==> src/rtl/sparse_nm_mac.sv <==
// N:M structured-sparse multiply-accumulate: decodes a weight position bitmap into
// NNZ slots, multiplies matching activation beats and accumulates into a partial sum.
module sparse_nm_mac #(
  parameter int BW      = 4,
  parameter int PSUM_BW = 20,
  parameter int M       = 4,
  parameter int NNZ     = 2,
  parameter int SIGNED  = 0,
  parameter int SAT     = 1,
  localparam int IW     = (M > 1) ? $clog2(M) : 1
) (
  input  logic               clk,
  input  logic               reset,
  input  logic               w_load,
  input  logic [NNZ*BW-1:0]  weights,
  input  logic [M-1:0]       w_index,
  input  logic [PSUM_BW-1:0] psum_in,
  input  logic               start,
  input  logic               act_valid,
  output logic               act_ready,
  input  logic [BW-1:0]      act_data,
  input  logic [IW-1:0]      act_index,
  input  logic               act_last,
  output logic               out_valid,
  input  logic               out_ready,
  output logic [PSUM_BW-1:0] psum_out,
  output logic [7:0]         match_cnt,
  output logic               w_err,
  output logic               busy
);
  localparam int CW = $clog2(M + 1) + 1;
  localparam int PW = 2 * BW;

  typedef enum logic [1:0] {IDLE = 2'd0, ACCUM = 2'd1, FLUSH = 2'd2, DRAIN = 2'd3} state_t;

  state_t               state_r, state_s;
  logic [NNZ*BW-1:0]    weights_r;
  logic [IW-1:0]        pos_r [NNZ];
  logic [IW-1:0]        pos_s [NNZ];
  logic [NNZ-1:0]       vld_r, vld_s;
  logic [CW-1:0]        run_s;
  logic                 w_err_r, w_err_s;
  logic                 out_valid_r, act_ready_r, busy_r;
  logic                 out_valid_s, act_ready_s, busy_s;
  logic [PSUM_BW-1:0]   psum_r, sat_s;
  logic [7:0]           match_cnt_r;
  logic [PW-1:0]        prod_r, prod_s, mul_a_s, mul_b_s;
  logic                 prod_v_r;
  logic                 hit_s, accept_s, idle_s;
  logic [BW-1:0]        wsel_s;
  logic [PSUM_BW:0]     ext_s, acc_s, sum_s;

  assign idle_s   = (state_r == IDLE);
  assign accept_s = act_valid && (state_r == ACCUM);

  // Bitmap decode: k-th lowest set bit of w_index goes to slot k; extra bits are dropped
  always_comb begin
    run_s = '0;
    vld_s = '0;
    for (int k = 0; k < NNZ; k++) pos_s[k] = '0;
    for (int i = 0; i < M; i++) begin
      for (int k = 0; k < NNZ; k++) begin
        if (w_index[i] && (run_s == CW'(k))) begin
          pos_s[k] = IW'(i);
          vld_s[k] = 1'b1;
        end else begin
          pos_s[k] = pos_s[k];
        end
      end
      run_s = run_s + CW'(w_index[i]);
    end
    w_err_s = (run_s > CW'(NNZ));
  end

  // Slot match and operand extension for the product
  always_comb begin
    hit_s  = 1'b0;
    wsel_s = '0;
    for (int k = 0; k < NNZ; k++) begin
      if (vld_r[k] && (pos_r[k] == act_index)) begin
        hit_s  = 1'b1;
        wsel_s = weights_r[k*BW +: BW];
      end else begin
        hit_s  = hit_s;
      end
    end
    if (SIGNED != 0) begin
      mul_a_s = {{BW{wsel_s[BW-1]}}, wsel_s};
      mul_b_s = {{BW{act_data[BW-1]}}, act_data};
    end else begin
      mul_a_s = {{BW{1'b0}}, wsel_s};
      mul_b_s = {{BW{1'b0}}, act_data};
    end
    prod_s = mul_a_s * mul_b_s;
  end

  // Accumulate with one guard bit, then clamp or wrap
  always_comb begin
    if (SIGNED != 0) begin
      ext_s = {{(PSUM_BW+1-PW){prod_r[PW-1]}}, prod_r};
      acc_s = {psum_r[PSUM_BW-1], psum_r};
    end else begin
      ext_s = {{(PSUM_BW+1-PW){1'b0}}, prod_r};
      acc_s = {1'b0, psum_r};
    end
    sum_s = acc_s + ext_s;
    if (SAT == 0) begin
      sat_s = sum_s[PSUM_BW-1:0];
    end else if (SIGNED == 0) begin
      sat_s = sum_s[PSUM_BW] ? {PSUM_BW{1'b1}} : sum_s[PSUM_BW-1:0];
    end else if (sum_s[PSUM_BW] != sum_s[PSUM_BW-1]) begin
      sat_s = sum_s[PSUM_BW] ? {1'b1, {(PSUM_BW-1){1'b0}}} : {1'b0, {(PSUM_BW-1){1'b1}}};
    end else begin
      sat_s = sum_s[PSUM_BW-1:0];
    end
  end

  // State register with registered status outputs
  always_ff @(posedge clk or negedge reset) begin
    if (!reset) begin
      state_r     <= IDLE;
      out_valid_r <= 1'b0;
      act_ready_r <= 1'b0;
      busy_r      <= 1'b0;
    end else begin
      state_r     <= state_s;
      out_valid_r <= out_valid_s;
      act_ready_r <= act_ready_s;
      busy_r      <= busy_s;
    end
  end

  // Next-state logic
  always_comb begin
    case (state_r)
      IDLE:    state_s = start ? ACCUM : IDLE;
      ACCUM:   state_s = (accept_s && act_last) ? FLUSH : ACCUM;
      FLUSH:   state_s = DRAIN;
      DRAIN:   state_s = out_ready ? IDLE : DRAIN;
      default: state_s = IDLE;
    endcase
  end

  // Status outputs for the upcoming state, registered above
  always_comb begin
    out_valid_s = (state_s == DRAIN);
    act_ready_s = (state_s == ACCUM);
    busy_s      = (state_s != IDLE);
  end

  // Weight store, product pipeline stage, accumulator and match counter
  always_ff @(posedge clk or negedge reset) begin
    if (!reset) begin
      weights_r   <= '0;
      vld_r       <= '0;
      w_err_r     <= 1'b0;
      prod_r      <= '0;
      prod_v_r    <= 1'b0;
      psum_r      <= '0;
      match_cnt_r <= 8'd0;
      for (int k = 0; k < NNZ; k++) pos_r[k] <= '0;
    end else begin
      if (idle_s && w_load) begin
        weights_r <= weights;
        vld_r     <= vld_s;
        pos_r     <= pos_s;
        w_err_r   <= w_err_s;
      end
      prod_v_r <= accept_s && hit_s;
      if (accept_s && hit_s) prod_r <= prod_s;
      if (idle_s && start) begin
        psum_r      <= psum_in;
        match_cnt_r <= 8'd0;
      end else begin
        if (prod_v_r) psum_r <= sat_s;
        if (accept_s && hit_s && (match_cnt_r != 8'hFF)) match_cnt_r <= match_cnt_r + 8'd1;
      end
    end
  end

  assign act_ready = act_ready_r;
  assign out_valid = out_valid_r;
  assign busy      = busy_r;
  assign psum_out  = psum_r;
  assign match_cnt = match_cnt_r;
  assign w_err     = w_err_r;
endmodule

==> config.mk <==
export PLATFORM = sky130hd
export DESIGN_NAME = sparse_nm_mac
export DESIGN_NICKNAME = d
export VERILOG_FILES = /design/src/rtl/sparse_nm_mac.sv
export SDC_FILE = /design/constraint.sdc
export NUM_CORES = 1
export LEC_CHECK = 0
export CELL_PAD_IN_SITES_DETAIL_PLACEMENT = 1
export CELL_PAD_IN_SITES_GLOBAL_PLACEMENT = 1
export CORE_UTILIZATION = 42
export CTS_CLUSTER_DIAMETER = 30
export DETAILED_ROUTE_END_ITERATION = 10
export GPL_TIMING_DRIVEN = 0
export PLACE_DENSITY = 0.83
export SLEW_MARGIN = 20
export SYNTH_ARGS = -nofsm -noshare
export SYNTH_HDL_FRONTEND = slang
export SYNTH_SLANG_ARGS = --single-unit
==> constraint.sdc <==
create_clock -name clk -period 6.15 [get_ports clk]
set_input_delay 0.615 -clock clk [delete_from_list [all_inputs] [get_ports clk]]
set_output_delay 0.615 -clock clk [all_outputs]
set_load 0.02 [all_outputs]
==> impl_metrics.toml <==
[logic_synthesis]
yosys_warnings = 0
syn_nets = 459
synth_area_per_cell_um2 = 9.509
synth_seq_cells = 57
ys_async_sr_fraction_pct = 100.0
synth_area_um2 = 3613
yosysUniqueCellTypes = 53
synth_seq_area_share_pct = 39.47
synth_enable_flop_cells = 0
synthFlopType = "dfrtp_1"
synth_cells = 380

[min_path]
hold_class = "in2async"

[timing]
worst_slew_pin_slew_ns = 0.7485
fin_tns_setup_ns = 0
rsz0062_at_grt = "false"
min_period_ns = 4.403
fin_skew_ns = 0.008263
setup_viol = 0
fin_crit_sh_pct = 71.60
report.final.slew_viol_count = 0
clock.fmax_ghz = 0.2271
maxSlewHeadroom_pct = 50.10
finalHoldViolCount = 0

[global_routing]
overflow = 0
antenna_found_initial = 0
grt_pass1_vias = 3430
grt_start_max_net_pins = 56
track_usage_pct = 24.81
grt_pass1_wl_um = 16820

[cts]
cts_buffer_depth = 2
hold_buffers = 0
cts_resized = 0
cts_setup_buffers = 0
h-tree-depth = 3
cts_sinks = 57
cts_made_buffers = 9
clk_latency_ns = 0.35
cts_tree = "done"
clk_pin_slew_ns = 0.07
clock-root-buffer = "clkbuf_8"

[routing]
finalWirelength_um = 10340
ant_nets = 0
drt_drc_violations_left = 0
drt_pass1_iterations = 4
drt_iter0_drc = 85
viasPerCell = 5.571
routedWlPerCell_um = 17.88
dr_total_vias = 3220

[power_and_ir_drop]
p_leak_nw = 2.125
clockPowerShare_pct = 18.4
combPwrFrac_pct = 50.8
power_density_nw_per_um2 = 453.1
power.sequential.fraction_pct = 30.9
switching_power_mw = 0.9067
ir_drop_v = 0.0001823
power_switching_share_pct = 42.21
p_int_mw = 1.241
finalPower_mw = 2.148

[placement]
dp_hpwl_um = 7643
portBuffers = 76
gp_congestion = 0.8583
post_dp_cell_area_um2 = 4531
dp_cells = 562

[setup_path]
start_kind = "primary input"
worstPathMaxFanout = 5
ff2ff_path_depth = 15
worst_setup_path_end_kind = "flop"
cp.arrival_ns = 4.66
worstPathRequired_ns = 6.41
crit_type = "in2reg"

[cells_and_area]
num_antenna_cells = 0
stdcell_area_um2 = 4741
fin_nets = 547
areaGrowthSynthToFinish_pct = 31.20
drive_gt1_share_pct = 7.611
final_cells = 578

[outcome]
status = "complete, no violations"

[die]
dieArea_um2 = 8979
die_h_um = 94.76
io-pin-count = 77
rows = 33
start_util_pct = 43.76
die_w_um = 94.76
core_um2 = 8258

[job]
cap_violations = 0
-- per-stage QoR --
| stage | util, % | setup WS (ns) | hold slack, ns |
|---|---|---|---|
| 2_1_floorplan | - | 2.329 | 0.3194 |
| 3_3_place_gp | 54.56 | 1.492 | 0.4886 |
| 3_5_place_dp | 54.86 | 1.337 | 0.4196 |
| 4_1_cts | 57.41 | 1.700 | 0.04690 |
| 5_1_grt | 57.41 | 1.508 | 0.04690 |
| 6_report | 57.41 | 1.747 | 0.04825 |
-- cells by family after synthesis --
family / count (synthesis) / share of synthesized area, %
AO/OA/AOI/OAI: 97 / 17.45
XOR/XNOR: 19 / 4.813
adder cells (fa/ha/maj): 34 / 13.23
buffers and inverters: 31 / 3.393
flip-flops: 57 / 39.47
multiplexers: 13 / 3.947
AND/OR/NAND/NOR: 129 / 17.69
-- state kept, by name (all words and copies together), names as in the netlist --
signal / count
busy: 1
out_valid: 1
weights_r: 8
pos_r: 4
vld_r: 2
match_cnt: 8
psum_out: 20
act_ready: 1
w_err: 1
prod_r: 8
state_r: 2
prod_v_r: 1
-- power by group through the flow --
stage	Combinational [mW]	Clock, mW	Sequential (mW)
CTS	1.10	0.397	0.663
global route	1.20	0.413	0.685
finish	1.09	0.395	0.663
floorplan	0.628	0	0.720
detailed placement	1.08	0	0.667
global placement	1.03	0	0.656
-- layout by cell type (no fill, tap or decap), types with 4 or more instances in the layout --
cell,n
nand2_1,30
nand2b_1,5
nor2_1,37
a22o_1,4
a21o_1,11
a21oi_1,31
o21ai_0,16
xnor2_1,6
clkbuf_8,9
ha_1,27
nand4_1,6
and2_1,15
o22ai_1,5
inv_1,18
mux2_2,10
o31ai_1,4
dfrtp_1,57
and3_1,6
a31oi_1,7
xor2_1,12
clkbuf_1,9
clkdlybuf4s50_1,75
fa_1,7
nor3_1,5
nand3_1,11
-- metal layers --
layer | wire [µm] | global-route usage, % | up-vias
li1 | - | - | 1532
met1 | 4319 | 29.29 | 1578
met2 | 5341 | 44.12 | 85
met3 | 383 | 3.543 | 25
met4 | 291 | 11.62 | 0
met5 | 0 | 0 | -
-- synthesized netlist by cell type, drive strengths merged, types with 5 or more instances --
master,count,area [µm²]
a21o,11,82.58
a21oi,31,155.2
a31oi,7,43.79
and2,15,93.84
and3,7,45.05
buf,5,25.03
clkbuf,8,30.03
dfrtp,57,1426
fa,7,140.1
ha,27,337.8
inv,18,67.56
mux2,10,112.6
nand2,31,118.9
nand2b,5,31.28
nand3,13,75.07
nand4,6,37.54
nor2,37,138.9
nor3,5,25.02
o21ai,17,85.08
o22ai,5,31.28
xnor2,7,68.82
xor2,12,105.1
-- critical path, cell delays in order --
cell,delay [ns]
clkdlybuf4s50_1,0.57
xnor2_1,0.15
and3_2,0.27
nor2_1,0.28
a22o_1,0.26
nand2_1,0.10
fa_1,0.53
inv_1,0.05
fa_1,0.50
ha_1,0.32
a21o_1,0.16
a21oi_1,0.21
nor2b_1,0.07
o21a_1,0.19
o21a_1,0.17
o31ai_1,0.21
-- final cells by class --
class / count / area (µm²)
plain buffers: 13 / 55.05
well taps: 105 / 131.4
inverters: 18 / 67.56
clock inverters: 6 / 82.58
clock buffers: 10 / 127.6
multi-input cells: 292 / 2064
flip-flops and latches: 57 / 1426
fillers: 952 / 3517
repair buffers: 77 / 785.8
-- worst paths after layout --
path,from,end,slack [ns]
setup / recovery,act_index[0],prod_r[7]$_DFFE_PN0P_,1.75
hold / removal,reset,psum_out[12]$_DFFE_PN0P_,0.05
setup reg to reg,pos_r[3]$_DFFE_PN0P_,prod_r[7]$_DFFE_PN0P_,2.16
hold reg to reg,prod_r[0]$_DFFE_PN0P_,prod_r[0]$_DFFE_PN0P_,0.51
max in group asynchronous,reset,w_err$_DFFE_PN0P_,5.64
min in group clk,prod_r[0]$_DFFE_PN0P_,prod_r[0]$_DFFE_PN0P_,0.51
No activity file was read; power rests on OpenSTA's default activity.
